**src/rtl/vend_pkg.sv**
```systemverilog
// Shared definitions for the vending controller: one-hot state codes, coin values, money limit.
package vend_pkg;

  typedef logic [6:0] state_t;

  localparam state_t ST_IDLE   = 7'b0000001;
  localparam state_t ST_SEL1   = 7'b0000010;
  localparam state_t ST_SEL2   = 7'b0000100;
  localparam state_t ST_PAY    = 7'b0001000;
  localparam state_t ST_CHANGE = 7'b0010000;
  localparam state_t ST_REFUND = 7'b0100000;
  localparam state_t ST_DONE   = 7'b1000000;

  localparam int unsigned COIN_1  = 1;
  localparam int unsigned COIN_5  = 5;
  localparam int unsigned COIN_10 = 10;

  localparam logic [7:0] MONEY_MAX = 8'd99;

  // Simultaneous coin pulses add up; the largest possible sum is 16.
  function automatic logic [4:0] coin_value(input logic c1, input logic c5, input logic c10);
    return (c1  ? 5'(COIN_1)  : 5'd0) +
           (c5  ? 5'(COIN_5)  : 5'd0) +
           (c10 ? 5'(COIN_10) : 5'd0);
  endfunction

endpackage

```
**src/rtl/vend_hold_timer.sv**
```systemverilog
// Dwell timer for the CHANGE/REFUND/DONE states: free-running count, restarted on every state change.
module vend_hold_timer #(
  parameter int unsigned HOLD_CYCLES = 200_000_000
) (
  input  logic sys_clk,
  input  logic sys_rst,
  input  logic clear,
  output logic expire
);

  logic [31:0] cnt_q;

  always_ff @(posedge sys_clk) begin
    if (sys_rst || clear) cnt_q <= '0;
    else                  cnt_q <= cnt_q + 32'd1;
  end

  assign expire = (cnt_q == 32'(HOLD_CYCLES - 1));

endmodule

```
**src/rtl/vend_payment_fsm.sv**
```systemverilog
// Vending transaction controller: goods selection, coin accumulation, change/refund and dispense.
//  state  | meaning
//  IDLE   | waiting for a button to start selecting
//  SEL1   | choosing quantity of goods 1
//  SEL2   | choosing quantity of goods 2
//  PAY    | accepting coins until the amount due is covered
//  CHANGE | paid; showing change for the hold time
//  REFUND | cancelled; showing refund for the hold time
//  DONE   | display blank for the hold time, then back to IDLE
module vend_payment_fsm
  import vend_pkg::*;
#(
  parameter int unsigned PRICE_ONE   = 12,
  parameter int unsigned PRICE_TWO   = 15,
  parameter int unsigned HOLD_CYCLES = 200_000_000
) (
  input  logic       sys_clk,
  input  logic       sys_rst,
  input  logic       btn_inc,
  input  logic       btn_next,
  input  logic       btn_cancel,
  input  logic       coin_1,
  input  logic       coin_5,
  input  logic       coin_10,
  output logic [6:0] state,
  output logic [7:0] need_money,
  output logic [7:0] input_money,
  output logic [7:0] change_money,
  output logic [3:0] goods_one_high,
  output logic [3:0] goods_one_low,
  output logic [3:0] goods_two_high,
  output logic [3:0] goods_two_low,
  output logic [1:0] goods_one_num,
  output logic [1:0] goods_two_num,
  output logic       coin_reject,
  output logic       vend_pulse
);

  state_t     state_q, state_nxt;
  logic [1:0] n1_q, n1_nxt, n2_q, n2_nxt;
  logic [7:0] need_q, need_nxt, input_q, input_nxt, change_q, change_nxt;
  logic       reject_q, reject_nxt, vend_q, vend_nxt;

  logic       hold_expire, state_chg;
  logic [4:0] coin_sum;
  logic       any_coin, coin_over, pay_done, qty_zero;
  logic [8:0] pay_total;
  logic [7:0] pay_new, need_calc;

  assign coin_sum  = coin_value(coin_1, coin_5, coin_10);
  assign any_coin  = coin_1 | coin_5 | coin_10;
  assign pay_total = {1'b0, input_q} + {4'b0, coin_sum};
  assign coin_over = pay_total > {1'b0, MONEY_MAX};
  assign pay_new   = coin_over ? input_q : pay_total[7:0];
  assign pay_done  = pay_new >= need_q;
  assign qty_zero  = (n1_q == 2'd0) && (n2_q == 2'd0);
  assign need_calc = 8'(n1_q) * 8'(PRICE_ONE) + 8'(n2_q) * 8'(PRICE_TWO);
  assign state_chg = state_nxt != state_q;

  vend_hold_timer #(.HOLD_CYCLES(HOLD_CYCLES)) u_hold (
    .sys_clk (sys_clk),
    .sys_rst (sys_rst),
    .clear   (state_chg),
    .expire  (hold_expire)
  );

  always_ff @(posedge sys_clk) begin
    if (sys_rst) begin
      state_q  <= ST_IDLE;
      n1_q     <= '0;
      n2_q     <= '0;
      need_q   <= '0;
      input_q  <= '0;
      change_q <= '0;
      reject_q <= 1'b0;
      vend_q   <= 1'b0;
    end else begin
      state_q  <= state_nxt;
      n1_q     <= n1_nxt;
      n2_q     <= n2_nxt;
      need_q   <= need_nxt;
      input_q  <= input_nxt;
      change_q <= change_nxt;
      reject_q <= reject_nxt;
      vend_q   <= vend_nxt;
    end
  end

  always_comb begin
    state_nxt = state_q;
    case (state_q)
      ST_IDLE:   if (btn_inc || btn_next) state_nxt = ST_SEL1;
      ST_SEL1:   if (btn_cancel) state_nxt = ST_IDLE;
                 else if (btn_next) state_nxt = ST_SEL2;
      ST_SEL2:   if (btn_cancel) state_nxt = ST_IDLE;
                 else if (btn_next) state_nxt = qty_zero ? ST_IDLE : ST_PAY;
      // Completing payment outranks a cancel in the same cycle.
      ST_PAY:    if (pay_done) state_nxt = ST_CHANGE;
                 else if (btn_cancel) state_nxt = ST_REFUND;
      ST_CHANGE,
      ST_REFUND: if (hold_expire) state_nxt = ST_DONE;
      ST_DONE:   if (hold_expire) state_nxt = ST_IDLE;
      default:   state_nxt = ST_IDLE;
    endcase
  end

  always_comb begin
    n1_nxt     = n1_q;
    n2_nxt     = n2_q;
    need_nxt   = need_q;
    input_nxt  = input_q;
    change_nxt = change_q;
    reject_nxt = any_coin && (state_q != ST_PAY);
    vend_nxt   = 1'b0;
    case (state_q)
      ST_IDLE, ST_DONE: begin
        if ((state_q == ST_IDLE) ? (btn_inc || btn_next) : hold_expire) begin
          n1_nxt     = '0;
          n2_nxt     = '0;
          need_nxt   = '0;
          input_nxt  = '0;
          change_nxt = '0;
        end
      end
      ST_SEL1: begin
        if (btn_cancel) begin
          n1_nxt = '0;
          n2_nxt = '0;
        end else if (!btn_next && btn_inc) n1_nxt = n1_q + 2'd1;
      end
      ST_SEL2: begin
        if (btn_cancel) begin
          n1_nxt = '0;
          n2_nxt = '0;
        end else if (btn_next) begin
          if (!qty_zero) need_nxt = need_calc;
        end else if (btn_inc) n2_nxt = n2_q + 2'd1;
      end
      ST_PAY: begin
        reject_nxt = coin_over;
        input_nxt  = pay_new;
        if (pay_done)        change_nxt = pay_new - need_q;
        else if (btn_cancel) change_nxt = pay_new;
      end
      ST_CHANGE: vend_nxt = hold_expire;
      default: ;
    endcase
  end

  assign state          = state_q;
  assign need_money     = need_q;
  assign input_money    = input_q;
  assign change_money   = change_q;
  assign goods_one_num  = n1_q;
  assign goods_two_num  = n2_q;
  assign coin_reject    = reject_q;
  assign vend_pulse     = vend_q;
  assign goods_one_high = 4'(PRICE_ONE / 10);
  assign goods_one_low  = 4'(PRICE_ONE % 10);
  assign goods_two_high = 4'(PRICE_TWO / 10);
  assign goods_two_low  = 4'(PRICE_TWO % 10);

endmodule

```
**config.mk**
```make
export PLATFORM = sky130hd
export DESIGN_NAME = vend_payment_fsm
export DESIGN_NICKNAME = d
export VERILOG_FILES = /design/src/rtl/vend_pkg.sv /design/src/rtl/vend_hold_timer.sv /design/src/rtl/vend_payment_fsm.sv
export SDC_FILE = /design/constraint.sdc
export NUM_CORES = 1
export LEC_CHECK = 0
export ABC_AREA = 1
export BUFFER_PORTS_ARGS = -buffer_cell sky130_fd_sc_hd__buf_2
export CAP_MARGIN = 20
export CELL_PAD_IN_SITES_DETAIL_PLACEMENT = 0
export CELL_PAD_IN_SITES_GLOBAL_PLACEMENT = 1
export CORE_MARGIN = 4
export CORE_UTILIZATION = 47
export CTS_BUF_LIST = sky130_fd_sc_hd__clkbuf_4 sky130_fd_sc_hd__clkbuf_8
export DETAILED_ROUTE_END_ITERATION = 6
export PLACE_DENSITY = 0.95
export SETUP_SLACK_MARGIN = 0.15
export SLEW_MARGIN = 10
export SYNTH_ARGS = -nofsm -noshare
export SYNTH_HDL_FRONTEND = slang
export SYNTH_SLANG_ARGS = --single-unit
```
**constraint.sdc**
```tcl
create_clock -name sys_clk -period 8.55 [get_ports sys_clk]
set_clock_uncertainty 0.2 [all_clocks]
set_input_delay 1.71 -clock sys_clk [delete_from_list [all_inputs] [get_ports sys_clk]]
set_output_delay 1.71 -clock sys_clk [all_outputs]
set_load 0.02 [all_outputs]
```
==> results.yml <==
power:
  switching_power_mw: 0.245
  clkPwrFrac: 0.417
  power_frac_comb: 0.193
  seq_power_share: 0.390
  finalPower_mw: 0.863
  netSwitchingFraction: 0.284
  p_per_area_nw_per_um2: 169
  leakagePower_nw: 2.24
  internal-power_mw: 0.618
  peakVddDrop_mv: 0.105
synthesis:
  synth_seq_cells: 68
  synth.avg_cell_area_um2: 7.18
  synth_cell_type_count: 47
  synthTopCellsByArea: "dfxtp_1, nand2_1, inv_1, ha_1, xor2_1"
  synth.most_common_cell: "nand2_1"
  synth_fa_ha_area_frac: 0.0866
  synth_edf_count: 0
  synthArstFlopShare: 0
  synth_top_area_share: 0.298
  synthTopCellsByCount: "nand2_1, inv_1, dfxtp_1"
  synth_simple_gate_area_frac: 0.311
  yosysWarnings: 0
  netlist_area_um2: 4570
  synth-compound-area-share: 0.0961
  synth_top_family_by_area: "simple AND/OR/NAND/NOR gates"
  synth-xor-area-share: 0.0709
  yosysSeqAreaShare: 0.298
  synthFlopType: "dfxtp_1"
  synth_top_area_cell: "dfxtp_1"
  synth_cells: 636
  synthMuxAreaShare: 0.00219
layout:
  area_growth_pct: 11.9
  drive_gt1_frac: 0.188
  final_net_count: 717
  finalNonFillerCells: 815
  final_util: 0.546
  antennaDiodeCount: 0
worst_setup_path:
  cp.arrival_ns: 5.98
  path_max_fanout: 21
  path_delay_family: "simple AND/OR/NAND/NOR gates"
  startpoint: "coin_1"
  crit_end: "u_hold.cnt_q[0]"
  cp.required_ns: 8.63
  r2r_slack_ns: 3.75
  worstSetupPathType: "in2reg"
  timing.rr.start: "input_money[0]"
  cp-end-kind: "flip-flop"
  crit_path_start_kind: "primary input"
  r2r-end: "u_hold.cnt_q[0]"
  cp_common_cell: "nand2_1"
  max_stage_delay_ns: 0.46
  reg2regPathDepth: 28
  crit_buf_inv: 7
  cpMaxStageDelayCell: "fa_1"
  cp.depth: 30
sta:
  maxSlewHeadroom: 0.477
  whs_ns: 0.241
  finalMaxSlewViolations: 0
  post-route-period-util: 0.691
  rsz0062_at_grt: "no"
  layout_min_cycle_time_ns: 5.90
  tightest_slew_ns: 0.774
  fmax_ghz: 0.169
  setup-tns-final_ns: 0
  hold_violations: 0
  setup_violations: 0
clocking:
  cts_buffers: 9
  clock-sinks: 68
  clkTransAtPathRegs_ns: 0.07
  cts_resized: 0
  clkLatencyLatePin_ns: 0.34
  cts.htree.levels: 3
  cts_tree: "built"
  cts_buffer_depth: 2
  root_buffer: "clkbuf_8"
  post_cts_buffers: 0
  holdBufCountCts: 0
worst_hold_path:
  hold_class: "reg2reg"
global_route:
  grt.total_usage: 0.180
  antenna_found_initial: 0
  grt_max_degree: 33
  grt_first_pass_wirelength_mm: 17.0
  grt_pass1_vias: 3820
  overflow: 0
route:
  route.final.wire_length_mm: 9.96
  ant_nets: 0
  via_per_inst: 4.85
  drc: 0
  drtPass1Iterations: 5
  drtIter0Drc: 201
  vias: 3952
  wl_per_cell_um: 12.2
die:
  io_pins: 61
  die_h_um: 107
  coreArea_um2: 9370
  std_cell_rows: 35
  die_x_um: 107
  fp.dieArea_um2: 11400
  start_util: 0.487
place:
  dp_cells: 798
  gp_congestion: 0.902
  port_buffers: 43
  hpwlAfterDp_mm: 7.79
run:
  cap_violations: 0
run_status:
  outcome: "finished, final reports clean"
## cell families (layout without fill, tap and decap cells)
group           count (synthesis)  after routing
xor+xnor                       37             37
simple gates                  284            284
buf+inv                       139            174
compound gates                 77             77
mux                             1              1
other cells                     2             17
fa+ha+maj                      28             28
flops                          68             68
## power by group through the flow
stage	clock, mW	sequential (mW)	combinational [mW]
3_5_place_dp	0	0.344	0.163
2_1_floorplan	0	0.353	0.122
6_report	0.360	0.336	0.166
5_1_grt	0.381	0.338	0.189
4_1_cts	0.370	0.337	0.164
3_3_place_gp	0	0.344	0.160
## area by class of cell
cell class	instances	area [um2]
repair buffers	44	235
well taps	129	161
flip-flops and latches	68	1360
inverters	114	428
clock inverters	4	120
clock buffers	12	153
multi-input cells	444	2650
fillers	925	4260
## sequential cells by signal, summed over array words and instances, names as in the netlist
| signal | cells |
|---|---|
| u_hold.cnt_q | 32 |
| coin_reject | 1 |
| goods_two_num | 2 |
| state | 7 |
| need_money | 7 |
| input_money | 8 |
| vend_pulse | 1 |
| goods_one_num | 2 |
| change_money | 8 |
## metrics by stage
stage                     area, um2  worst slack (ns)
after CTS                      5090              2.33
after detailed placement       4820              1.95
after global routing           5110              2.28
final                          5110              2.65
after global placement         4820              2.11
after floorplan                4620              3.21
## layer usage
| metal | wire length (um) | GRT usage |
|---|---|---|
| met1 | 4490 | 0.221 |
| met2 | 4910 | 0.315 |
| met3 | 339 | 0.0361 |
| met4 | 213 | 0.0639 |
| met5 | 0 | 0 |
## placed cells by master, fill, tap and decap left out, types with 9 or more instances in the layout
master and n:
ha_1 22, nand4_1 13, nor3_1 14, buf_2 43, nor2_1 47, nand2_1 115
xnor2_1 10, nand3_1 26, xor2_1 27, clkbuf_8 10, dfxtp_1 68, inv_1 106
conb_1 17, nor2_2 35, o21ai_0 17, a21oi_1 36, nand3_2 9
## worst register-to-register path: cells and delay by family, from the launching register on
family	cells	cell delay, ns
adder cells (fa/ha/maj)	3	0.97
buffers and inverters	6	0.78
flip-flops	1	0.40
AO/OA/AOI/OAI	3	0.43
AND/OR/NAND/NOR	16	1.95
## worst min-delay path by stage
stage	startpoint	to	slack (ns)	depth (start not counted)
CTS	u_hold.cnt_q[0]	u_hold.cnt_q[0]	0.24	1
global route	u_hold.cnt_q[0]	u_hold.cnt_q[0]	0.28	1
global placement	u_hold.cnt_q[0]	u_hold.cnt_q[0]	0.22	1
floorplan	u_hold.cnt_q[0]	u_hold.cnt_q[0]	0.21	1
detailed placement	u_hold.cnt_q[0]	u_hold.cnt_q[0]	0.23	1
finish	u_hold.cnt_q[0]	u_hold.cnt_q[0]	0.24	1
(Power assumes the default switching activity.)
